===== config.mk =====
export PLATFORM = sky130hd
export DESIGN_NAME = mem_access_stage
export DESIGN_NICKNAME = d
export VERILOG_FILES = /design/src/rtl/Pipe_Buf_Reg_PKG.sv /design/src/rtl/ls_lane_align.sv /design/src/rtl/mem_access_stage.sv
export SDC_FILE = /design/constraint.sdc
export NUM_CORES = 1
export LEC_CHECK = 0
export BUFFER_PORTS_ARGS = -buffer_cell sky130_fd_sc_hd__clkbuf_2
export CAP_MARGIN = 20
export CORE_ASPECT_RATIO = 0.7
export CORE_MARGIN = 1.5
export CORE_UTILIZATION = 30
export CTS_CLUSTER_SIZE = 12
export DETAILED_ROUTE_END_ITERATION = 7
export HOLD_SLACK_MARGIN = 0.08
export PLACE_DENSITY_LB_ADDON = 0.05
export SYNTH_ARGS = -nofsm -noshare
export SYNTH_HDL_FRONTEND = slang
export SYNTH_SLANG_ARGS = --single-unit

===== constraint.sdc =====
create_clock -name clk -period 2.4 [get_ports clk]
set_input_delay 0.24 -clock clk [delete_from_list [all_inputs] [get_ports clk]]
set_output_delay 0.24 -clock clk [all_outputs]
set_load 0.01 [all_outputs]

===== src/rtl/Pipe_Buf_Reg_PKG.sv =====
// Pipeline buffer payload types and helpers shared by the RV32 pipeline stages.
// Also holds the MEM-stage state enum, func3 encodings and the misalignment predicate.
package Pipe_Buf_Reg_PKG;

    localparam int unsigned DMEM_ADDR_W = 9;

    localparam logic [2:0] F3_B  = 3'b000;
    localparam logic [2:0] F3_H  = 3'b001;
    localparam logic [2:0] F3_W  = 3'b010;
    localparam logic [2:0] F3_BU = 3'b100;
    localparam logic [2:0] F3_HU = 3'b101;

    typedef enum logic {IDLE, BUSY} mem_state_e;

    typedef struct packed {
        logic        RegWrite;
        logic [1:0]  MemtoReg;
        logic        MemRead;
        logic        MemWrite;
        logic [31:0] Pc_Imm;
        logic [31:0] Pc_Four;
        logic [31:0] Imm_Out;
        logic [31:0] Alu_Result;
        logic [31:0] RD_Two;
        logic [4:0]  rd;
        logic [2:0]  func3;
        logic [31:0] Curr_Instr;
    } ex_mem_reg;

    typedef struct packed {
        logic        RegWrite;
        logic [1:0]  MemtoReg;
        logic [31:0] Pc_Imm;
        logic [31:0] Pc_Four;
        logic [31:0] Imm_Out;
        logic [31:0] Alu_Result;
        logic [31:0] MemReadData;
        logic [4:0]  rd;
        logic [31:0] Curr_Instr;
    } mem_wb_reg;

    function automatic mem_wb_reg to_mem_wb(input ex_mem_reg e, input logic [31:0] rd_data);
        mem_wb_reg w;
        w.RegWrite    = e.RegWrite;
        w.MemtoReg    = e.MemtoReg;
        w.Pc_Imm      = e.Pc_Imm;
        w.Pc_Four     = e.Pc_Four;
        w.Imm_Out     = e.Imm_Out;
        w.Alu_Result  = e.Alu_Result;
        w.MemReadData = rd_data;
        w.rd          = e.rd;
        w.Curr_Instr  = e.Curr_Instr;
        return w;
    endfunction

    // Halfword with odd offset, or word with any non-zero offset.
    function automatic logic is_misaligned(input ex_mem_reg e);
        logic [1:0] off;
        logic       half;
        logic       word;
        off  = e.Alu_Result[1:0];
        half = (e.func3 == F3_H) || (!e.MemWrite && (e.func3 == F3_HU));
        word = (e.func3 == F3_W);
        return (half && off[0]) || (word && (off != 2'b00));
    endfunction

endpackage


===== src/rtl/ls_lane_align.sv =====
// Byte/halfword lane steering for the MEM stage: store byte enables and data
// replication, plus load lane extraction with sign/zero extension by func3.
module ls_lane_align
    import Pipe_Buf_Reg_PKG::*;
(
    input  logic [2:0]  func3,
    input  logic [1:0]  off,
    input  logic [31:0] store_data,
    input  logic [31:0] rdata,
    output logic [3:0]  be,
    output logic [31:0] wdata,
    output logic [31:0] load_data
);

    logic [7:0]  byte_lane;
    logic [15:0] half_lane;

    always_comb begin
        unique case (off)
            2'd0: byte_lane = rdata[7:0];
            2'd1: byte_lane = rdata[15:8];
            2'd2: byte_lane = rdata[23:16];
            2'd3: byte_lane = rdata[31:24];
        endcase
        half_lane = off[1] ? rdata[31:16] : rdata[15:0];
    end

    always_comb begin
        case (func3)
            F3_B: begin
                be    = 4'b0001 << off;
                wdata = {4{store_data[7:0]}};
            end
            F3_H: begin
                be    = 4'b0011 << {off[1], 1'b0};
                wdata = {2{store_data[15:0]}};
            end
            default: begin
                be    = 4'b1111;
                wdata = store_data;
            end
        endcase
    end

    always_comb begin
        case (func3)
            F3_B:    load_data = {{24{byte_lane[7]}}, byte_lane};
            F3_BU:   load_data = {24'd0, byte_lane};
            F3_H:    load_data = {{16{half_lane[15]}}, half_lane};
            F3_HU:   load_data = {16'd0, half_lane};
            default: load_data = rdata;
        endcase
    end

endmodule


===== src/rtl/mem_access_stage.sv =====
// RV32 MEM stage: runs loads/stores over a req/ack data-memory port and registers MEM/WB.
// Optional macro MEM_MISALIGN_CHECK_EN adds the misalign output and suppresses misaligned accesses.
module mem_access_stage
    import Pipe_Buf_Reg_PKG::*;
#(
    parameter int unsigned ADDR_W = DMEM_ADDR_W,
    parameter int unsigned DATA_W = 32
) (
    input  logic              clk,
    input  logic              reset,
    input  ex_mem_reg         mem_in,
    input  logic              in_valid,
    output logic              stall,
    output mem_wb_reg         mem_out,
    output logic              out_valid,
    output logic              dmem_req,
    output logic              dmem_we,
    output logic [ADDR_W-1:0] dmem_addr,
    output logic [DATA_W-1:0] dmem_wdata,
    output logic [3:0]        dmem_be,
    input  logic [DATA_W-1:0] dmem_rdata,
    input  logic              dmem_ack
`ifdef MEM_MISALIGN_CHECK_EN
    ,
    output logic              misalign
`endif
);

    typedef enum logic [1:0] {SrcNone, SrcAck, SrcPend, SrcNew} out_src_e;

    mem_state_e state_q, state_d;
    ex_mem_reg  cap_q, cap_d;
    mem_wb_reg  mem_out_q, mem_out_d;
    mem_wb_reg  pend_q, pend_d;
    logic       out_valid_q, pend_valid_q, pend_load;
    out_src_e   out_src;

    logic       busy, accept, ack_edge, mem_op_in, mis_in, go_busy, pass_new;
    logic [3:0] lane_be;
    logic [31:0] lane_wdata, lane_load;
    mem_wb_reg  pass_word, ack_word;

    assign busy      = (state_q == BUSY);
    assign stall     = busy & ~dmem_ack;
    assign accept    = in_valid & ~stall;
    assign ack_edge  = busy & dmem_ack;
    assign mem_op_in = mem_in.MemRead | mem_in.MemWrite;

`ifdef MEM_MISALIGN_CHECK_EN
    assign mis_in = mem_op_in & is_misaligned(mem_in);
`else
    assign mis_in = 1'b0;
`endif

    // Misaligned ops complete like pass-through ops and never touch memory.
    assign go_busy  = accept & mem_op_in & ~mis_in;
    assign pass_new = accept & ~go_busy;

    ls_lane_align u_lane (
        .func3      (cap_q.func3),
        .off        (cap_q.Alu_Result[1:0]),
        .store_data (cap_q.RD_Two),
        .rdata      (dmem_rdata),
        .be         (lane_be),
        .wdata      (lane_wdata),
        .load_data  (lane_load)
    );

    assign dmem_req   = busy;
    assign dmem_we    = busy & cap_q.MemWrite;
    assign dmem_addr  = {cap_q.Alu_Result[ADDR_W-1:2], 2'b00};
    assign dmem_wdata = lane_wdata;
    assign dmem_be    = busy ? (cap_q.MemWrite ? lane_be : 4'b1111) : 4'b0000;

    always_comb begin
        pass_word          = to_mem_wb(mem_in, 32'd0);
        pass_word.RegWrite = mem_in.RegWrite & ~mis_in;
        ack_word           = to_mem_wb(cap_q, (cap_q.MemRead & ~cap_q.MemWrite) ? lane_load : 32'd0);
    end

    // A pass-through op accepted on an ack edge (or behind one) waits one cycle in pend_q,
    // keeping the output rate at one per cycle without stalling upstream.
    always_comb begin
        state_d = state_q;
        cap_d   = cap_q;
        if (go_busy) begin
            state_d = BUSY;
            cap_d   = mem_in;
        end else if (ack_edge) begin
            state_d = IDLE;
        end

        if (ack_edge) begin
            out_src = SrcAck;
        end else if (pend_valid_q) begin
            out_src = SrcPend;
        end else if (pass_new) begin
            out_src = SrcNew;
        end else begin
            out_src = SrcNone;
        end

        pend_load = pass_new & (out_src != SrcNew);
        pend_d    = pend_load ? pass_word : pend_q;

        unique case (out_src)
            SrcAck:  mem_out_d = ack_word;
            SrcPend: mem_out_d = pend_q;
            SrcNew:  mem_out_d = pass_word;
            SrcNone: mem_out_d = mem_out_q;
        endcase
    end

    always_ff @(posedge clk or negedge reset) begin
        if (!reset) begin
            state_q      <= IDLE;
            cap_q        <= '0;
            mem_out_q    <= '0;
            out_valid_q  <= 1'b0;
            pend_q       <= '0;
            pend_valid_q <= 1'b0;
        end else begin
            state_q      <= state_d;
            cap_q        <= cap_d;
            mem_out_q    <= mem_out_d;
            out_valid_q  <= (out_src != SrcNone);
            pend_q       <= pend_d;
            pend_valid_q <= pend_load;
        end
    end

    always_comb begin
        mem_out          = mem_out_q;
        mem_out.RegWrite = mem_out_q.RegWrite & out_valid_q;
    end

    assign out_valid = out_valid_q;

`ifdef MEM_MISALIGN_CHECK_EN
    logic out_mis_q, pend_mis_q;

    always_ff @(posedge clk or negedge reset) begin
        if (!reset) begin
            out_mis_q  <= 1'b0;
            pend_mis_q <= 1'b0;
        end else begin
            if (pend_load) begin
                pend_mis_q <= mis_in;
            end
            unique case (out_src)
                SrcPend: out_mis_q <= pend_mis_q;
                SrcNew:  out_mis_q <= mis_in;
                SrcAck:  out_mis_q <= 1'b0;
                SrcNone: out_mis_q <= 1'b0;
            endcase
        end
    end

    assign misalign = out_mis_q;
`endif

endmodule


==> impl_summary.log, run 1 <==
INFO  metric vias_in_the_first_global_route = 19720
INFO  metric rsz0062_at_grt = yes
INFO  metric port_buffers = 487
INFO  metric synthesis.yosys.warnings = 0
INFO  metric drive_gt1_share = 39.31%
INFO  metric worst-endpoint-required = ~2.2 ns
INFO  metric fp.dieArea = between 80000 and 90000 µm²
INFO  metric timing.rr.start = dmem_req
INFO  metric drc_errors = 0
INFO  metric remaining_global_route_overflow = 0
INFO  metric fmax = 431.1 MHz
INFO  metric cts_buffers = 67
INFO  metric final.period_utilization = 96.65%
INFO  metric endpoint_class_of_the_critical_path = primary output
INFO  metric fin_hold_ws = 0.1005 ns
INFO  metric start_util = 30.31%
INFO  metric r2r_slack = 0.14 ns
INFO  metric via_count = ~19000
INFO  metric routed_wirelength_normalized_by_instance_count = ~23 µm
INFO  metric maxSlewHeadroom = 46.77%
INFO  metric regToRegEndpoint = mem_out[42]
INFO  metric postSynthCellCount = 2148
INFO  metric grt_pass1_wl = around 130 mm
INFO  metric p_per_area = approximately 940 nW/µm²
INFO  metric netlist-cell-type-count = 41
INFO  metric finalSetupTns = 0 ns
INFO  metric timing.final.max_slew_violations = 0
INFO  metric drv_cap = 0
INFO  metric die_w = 355.9 µm
INFO  metric clock_tree_from_tritoncts = yes
INFO  metric drt_wl_total = 86.64 mm
INFO  metric critical_path_peak_fanout = 12
INFO  metric cts.path.max_buffers = 3
INFO  metric dieHeight = about 250 µm
INFO  metric status = completed
INFO  metric worst-r2r-cell-count = 7
INFO  metric preCtsSetupSlack = 0.2539 ns
INFO  metric final_net_count = about 2900
INFO  metric root_buffer = clkbuf_16
INFO  metric final_hold_viol_count = 0
INFO  metric count_of_final_setup_violators = 0
INFO  metric dr.first_iter.drc_count = 1099
INFO  metric boundaryPins = 490
INFO  metric grt_usage = 19.38%
INFO  metric fin_crit = ~2.3 ns
INFO  metric hold_path_class = in2async
INFO  metric critical_path.startpoint_type = register
INFO  metric final_estimated_routing_congestion_in_global_placement = 0.7687
INFO  metric drt_first_pass_iters = 7
INFO  metric seq_total_area_yosys = 55.12%
INFO  metric syn_area_per_cell = 12.17 µm²
INFO  metric syn-cell-area = 26150 µm²
INFO  metric ys_seq_elements = roughly 580
INFO  metric hpwl_detailed = 55.77 mm
INFO  metric cts_num_sinks = 576
INFO  metric grt_max_degree = 110
INFO  metric ir_drop = 0.4575 mV
INFO  metric final_antenna_net_count = 0
INFO  metric num_rows = 90
INFO  metric max_slew.worst_pin.slew = between 0.7 and 0.8 ns
INFO  metric worstSetupEndpoint = dmem_wdata[10]
INFO  metric fin_worst_skew = 0.03209 ns
INFO  metric post_drt_via_cell_ratio = 4.875
INFO  metric worst_path_arrival_time = between 2 and 2.5 ns
INFO  metric core_region_area = 86260 µm²
INFO  metric worst_setup_hold_path_clk_slew = roughly 0.060 ns
INFO  metric area_delta_synth_final = 27.08%
INFO  metric worstSkewPairLatency = 0.62 ns
INFO  metric static-leakage-power = 15.43 nW
INFO  metric crit_type = reg2out
INFO  metric cp-startpoint = cap_q[32]
INFO  metric layout_setup_ws = roughly 0.080 ns
INFO  metric cts_htree_levels = 3
INFO  metric grt_antenna_before_repair = 19
report_power, final:
part	leakage (nW)	total (mW)	switching, mW	internal [mW]
registers	6.81	13.6	1.46	12.2
logic	7.54	7.33	3.66	3.66
clock network	1.09	10.4	4.21	6.16
cell usage in the layout, fill, tap and decap left out, drive strengths merged, types with 2 or more instances in the layout:
cell type | synthesis | layout
clkbuf | 88 | 587
dfrtp | 576 | 576
mux2 | 395 | 395
dlygate4sd3 | 0 | 241
nor2 | 186 | 186
a21oi | 185 | 185
nand2 | 159 | 159
a221oi | 126 | 126
buf | 283 | 60
a222oi | 42 | 42
o21ai | 24 | 24
a221o | 16 | 16
mux2i | 9 | 9
a211oi | 9 | 9
clkinv | 0 | 9
diode | 0 | 8
inv | 5 | 8
a32o | 6 | 6
a22oi | 6 | 6
and2 | 4 | 4
nand2b | 4 | 4
bufinv | 0 | 3
o21a | 3 | 3
nor3 | 3 | 3
a31oi | 2 | 2
o22ai | 2 | 2
a21o | 2 | 2
nand3 | 2 | 2
conb | 1 | 2
metal layers:
metal,vias to the layer above,global-route usage [%],share of wire [%]
met5,-,0,0.16
met4,24,5.058,2.2
met3,133,5.024,5.8
met2,449,31.02,47
met1,9609,25.94,45
li1,8502,-,-
logic make-up (layout without fill, tap and decap cells):
logic type | after synthesis | after routing | share of synthesized area, %
compound gates | 428 | 428 | 11.50
buf+inv | 376 | 908 | 9.087
flops | 576 | 576 | 55.12
mux | 405 | 405 | 18.88
other cells | 1 | 10 | 0.01434
simple gates | 362 | 362 | 5.398
worst max-delay path, stage by stage, from the launching register on:
cell	delay [ns]
dfrtp_2	0.52
nor3_2	0.26
buf_6	0.19
mux2_2	0.35
clkbuf_2	0.13
metrics by stage:
step           power [mW]  instances  utilization [%]  instance area [µm²]
3_5_place_dp        20.84       3474            33.12                28570
6_report            31.31       3839            38.52                33230
3_3_place_gp        20.66       3474            33.12                28570
4_1_cts             31.86       3831            38.49                33200
2_1_floorplan       18.84       2149                -                26150
5_1_grt             33.14       3836            38.51                33220
worst min path at each step:
stage | start | endpoint | slack, ns
after floorplan | reset | ack_word[0] | -0.06
after global placement | reset | ack_word[177] | 0.13
after detailed placement | reset | ack_word[177] | 0.14
after CTS | reset | ack_word[177] | 0.08
after global routing | reset | ack_word[177] | 0.09
final | reset | ack_word[177] | 0.10
state kept, by name, indices dropped and copies added, names as in the netlist:
register,cells
dmem_addr,7
dmem_req,1
mem_out,199
pend_valid_q,1
ack_word,161
pend_q,168
mem_out_q,1
out_valid,1
cap_q,37
final cells by class:
| type | count | area [µm²] |
|---|---|---|
| Inverter | 5 | 26.28 |
| Clock inverter | 15 | 183.9 |
| Clock buffer | 101 | 2027 |
| Antenna cell | 8 | 20.02 |
| Fill cell | 8484 | 53030 |
| Multi-Input combinational cell | 1197 | 9422 |
| Timing Repair Buffer | 787 | 5694 |
| Sequential cell | 576 | 14420 |
| Tap cell | 1150 | 1439 |
synth_stat cells (all sizes together):
master	instances	area, µm²
dfrtp	576	14410
o22ai	2	12.51
and4b	1	10.01
or3b	1	8.760
buf	283	2027
clkbuf	88	330.3
a21oi	185	925.9
nand2b	4	25.02
o21bai	1	7.510
a221o	16	160.2
o21ai	24	120.1
mux4	1	22.52
mux2i	9	90.09
a21o	2	15.01
mux2	395	4823
inv	5	18.77
o21ba	1	10.01
or3	1	6.260
nand2	159	596.8
nor3	3	25.02
o21a	3	22.52
o311ai	1	8.760
a221oi	126	1104
a22oi	6	45.04
a31oi	2	12.51
nor2	186	698.2
conb	1	3.750
o211ai	1	7.510
a211oi	9	67.56
a32o	6	60.06
and2	4	25.02
a222oi	42	420.4
nor2b	1	6.260
nand3	2	10.01
a21boi	1	7.510
repair_timing:
action / in CTS / in global routing
hold buffers: 241 / 0
setup endpoints to repair: 19 / 9
hold endpoints to repair: 1054 / 0
setup buffers: 0 / 0
gates resized for setup: 3 / 2
No activity file was read; power rests on OpenSTA's default activity.
==> inputs of run 2 (changes only) <==
--- a/config.mk
+++ b/config.mk
@@ -9,7 +9,7 @@
 export CAP_MARGIN = 20
 export CORE_ASPECT_RATIO = 0.7
 export CORE_MARGIN = 1.5
-export CORE_UTILIZATION = 30
+export CORE_UTILIZATION = 40
 export CTS_CLUSTER_SIZE = 12
 export DETAILED_ROUTE_END_ITERATION = 7
 export HOLD_SLACK_MARGIN = 0.08
==> impl_summary.log, run 2 (synthesis gave the netlist of run 1 again) <==
INFO  metric area_delta_synth_final = 24.21% (was 27.08%)
INFO  metric grt_usage = 23.32% (was 19.38%)
INFO  metric regToRegEndpoint = pend_q[76] (was mem_out[42])
INFO  metric vias_in_the_first_global_route = 19170 (was 19720)
INFO  metric static-leakage-power = 15.23 nW (was 15.43 nW)
INFO  metric timing.rr.start = dmem_req (unchanged)
INFO  metric finalSetupTns = 0 ns (unchanged)
INFO  metric ir_drop = 0.5901 mV (was 0.4575 mV)
INFO  metric count_of_placed_standard_cells_including_taps = 3208 (was 3474)
INFO  metric remaining_global_route_overflow = 0 (unchanged)
INFO  metric final_net_count = 2869 (was 2875)
INFO  metric root_buffer = clkbuf_16 (unchanged)
INFO  metric critical-path-slowest-cell = dfrtp_2 (unchanged)
INFO  metric port_buffers = 487 (unchanged)
INFO  metric crit_cells = 4 (unchanged)
INFO  metric fin_worst_skew = 0.02021 ns (was 0.03209 ns)
INFO  metric drc_errors = 0 (unchanged)
INFO  metric crit_type = reg2out (unchanged)
INFO  metric dieHeight = 216.9 µm (was 250.0 µm)
INFO  metric cp.buffers_inverters = 2 (unchanged)
INFO  metric worstSetupEndpoint = dmem_wdata[13] (was dmem_wdata[10])
INFO  metric critical_path.startpoint_type = register (unchanged)
INFO  metric cts_buffers = 59 (was 67)
INFO  metric cts_htree_levels = 2 (was 3)
INFO  metric worstSkewPairLatency = 0.62 ns (about the same)
INFO  metric die_w = 308.6 µm (was 355.9 µm)
INFO  metric dr.first_iter.drc_count = 1206 (was 1099)
INFO  metric layoutNonFillerInstCount = 3550 (was 3839)
INFO  metric grt_max_degree = 93 (was 110)
INFO  metric clock_tree_from_tritoncts = yes (unchanged)
INFO  metric maxSlewHeadroom = 44.29% (was 46.77%)
INFO  metric boundaryPins = 490 (unchanged)
INFO  metric routed_wirelength_normalized_by_instance_count = 22.30 µm (was 22.57 µm)
INFO  metric fin_hold_ws = 0.1217 ns (was 0.1005 ns)
INFO  metric timing.final.max_slew_violations = 0 (unchanged)
INFO  metric num_rows = 78 (was 90)
INFO  metric number_of_setup_buffers_added_after_cts = 0 (unchanged)
INFO  metric fin_crit = 2.282 ns (was 2.320 ns)
INFO  metric worst-endpoint-required = 2.16 ns (about the same)
INFO  metric fp.dieArea = 66940 µm² (was 88970 µm²)
INFO  metric worst_path_arrival_time = 2.04 ns (was 2.08 ns)
INFO  metric critical_path_peak_fanout = 11 (was 12)
INFO  metric drive_gt1_share = 38.78% (was 39.31%)
INFO  metric post_drt_via_cell_ratio = 5.262 (was 4.875)
INFO  metric drt_wl_total = 79.15 mm (was 86.64 mm)
INFO  metric worst-r2r-cell-count = 5 (was 7)
INFO  metric final_cell_mix = dfrtp_1, clkbuf_2, mux2_2 (unchanged)
INFO  metric final_hold_viol_count = 0 (unchanged)
INFO  metric via_count = 18680 (was 18720)
INFO  metric grt_pass1_wl = 119.9 mm (was 130.6 mm)
INFO  metric critical_path.top_delay_family = flip-flops (unchanged)
INFO  metric core_region_area = 64700 µm² (was 86260 µm²)
INFO  metric grt_antenna_before_repair = 14 (was 19)
INFO  metric max_slew.worst_pin.slew = 0.8356 ns (was 0.7984 ns)
INFO  metric power.total = 29.80 mW (was 31.31 mW)
INFO  metric final.period_utilization = 95.07% (was 96.65%)
INFO  metric crit_path_cell_trace = nor3_2 -> buf_6 -> mux2_2 -> clkbuf_2 (unchanged)
INFO  metric mostFrequentLayoutCell = dfrtp_1 (unchanged)
INFO  metric cp-startpoint = cap_q[32] (unchanged)
INFO  metric final_antenna_net_count = 0 (unchanged)
INFO  metric status = completed (unchanged)
INFO  metric rsz0062_at_grt = no (was yes)
INFO  metric cts.path.max_buffers = 3 (unchanged)
INFO  metric hpwl_detailed = 50.84 mm (was 55.77 mm)
INFO  metric fmax = 438.3 MHz (was 431.1 MHz)
INFO  metric worst_setup_hold_path_clk_slew = 0.06 ns (about the same)
INFO  metric final_estimated_routing_congestion_in_global_placement = 0.7861 (was 0.7687)
INFO  metric max_stage_delay = 0.51 ns (was 0.52 ns)
INFO  metric start_util = 40.41% (was 30.31%)
INFO  metric cts_num_sinks = 576 (unchanged)
INFO  metric r2r_slack = 0.16 ns (was 0.14 ns)
INFO  metric drt_first_pass_iters = 8 (was 7)
INFO  metric largest_register_ffs = 199 (unchanged)
INFO  metric count_of_final_setup_violators = 0 (unchanged)
INFO  metric drv_cap = 0 (unchanged)
INFO  metric endpoint_class_of_the_critical_path = primary output (unchanged)
INFO  metric p_per_area = 917.6 nW/µm² (was 942.2 nW/µm²)
INFO  metric hold_path_class = in2reg (was in2async)
## run 2: stage by stage
step / setup slack, ns / utilization [%] / area (µm²)
final: 0.1184 / 50.19 / 32480
after global routing: 0.01227 / 50.18 / 32470
after CTS: 0.03262 / 50.16 / 32450
after detailed placement: 0.1830 / 43.62 / 28220
after global placement: 0.1811 / 43.62 / 28220
after floorplan: 0.4167 / - / 26150
## run 2: report_power, final
part	leakage [nW]	internal (mW)	total, mW	switching (mW)
logic	7.52	3.65	7.25	3.59
clock network	0.905	5.16	8.98	3.82
registers	6.81	12.1	13.6	1.43
## run 2: final cells by class
type	count	area, µm²
fill	5897	32230
sequential	576	14420
multi-input combinational	1197	9412
timing repair buffer	789	5670
clock buffer	89	1742
tap	880	1101
clock inverter	8	96.34
inverter	5	26.28
antenna	6	15.01
## run 2: metal layers
| layer | track usage [%] | part of all wire [%] | up-vias |
|---|---|---|---|
| met5 | 0 | 0.13 | - |
| met2 | 36.28 | 46 | 483 |
| met3 | 5.356 | 6.0 | 108 |
| met4 | 6.289 | 2.1 | 16 |
| li1 | - | - | 8442 |
| met1 | 32.70 | 45 | 9630 |
## run 2: worst min-delay path, cell delays in order
cell and delay [ns]:
clkbuf_2 0.09, o22ai_1 0.07, a21oi_1 0.20, a21o_1 0.11
## run 2: timing repair
item,4_1_cts,5_1_grt
setup endpoints to repair,10,11
hold buffers,239,0
hold endpoints to repair,997,0
pin swaps,0,0
gates resized for setup,1,2
## run 2: how the worst min path moves through the flow
stage / start / end / slack [ns] / cells after the start
final: dmem_rdata[6] / mem_out[43] / 0.12 / 4
after CTS: dmem_rdata[6] / mem_out[43] / 0.09 / 4
after global placement: reset / pend_q[171] / 0.23 / 1
after floorplan: reset / ack_word[0] / -0.06 / 0
after global routing: dmem_rdata[6] / mem_out[43] / 0.13 / 4
after detailed placement: reset / pend_q[166] / 0.24 / 1
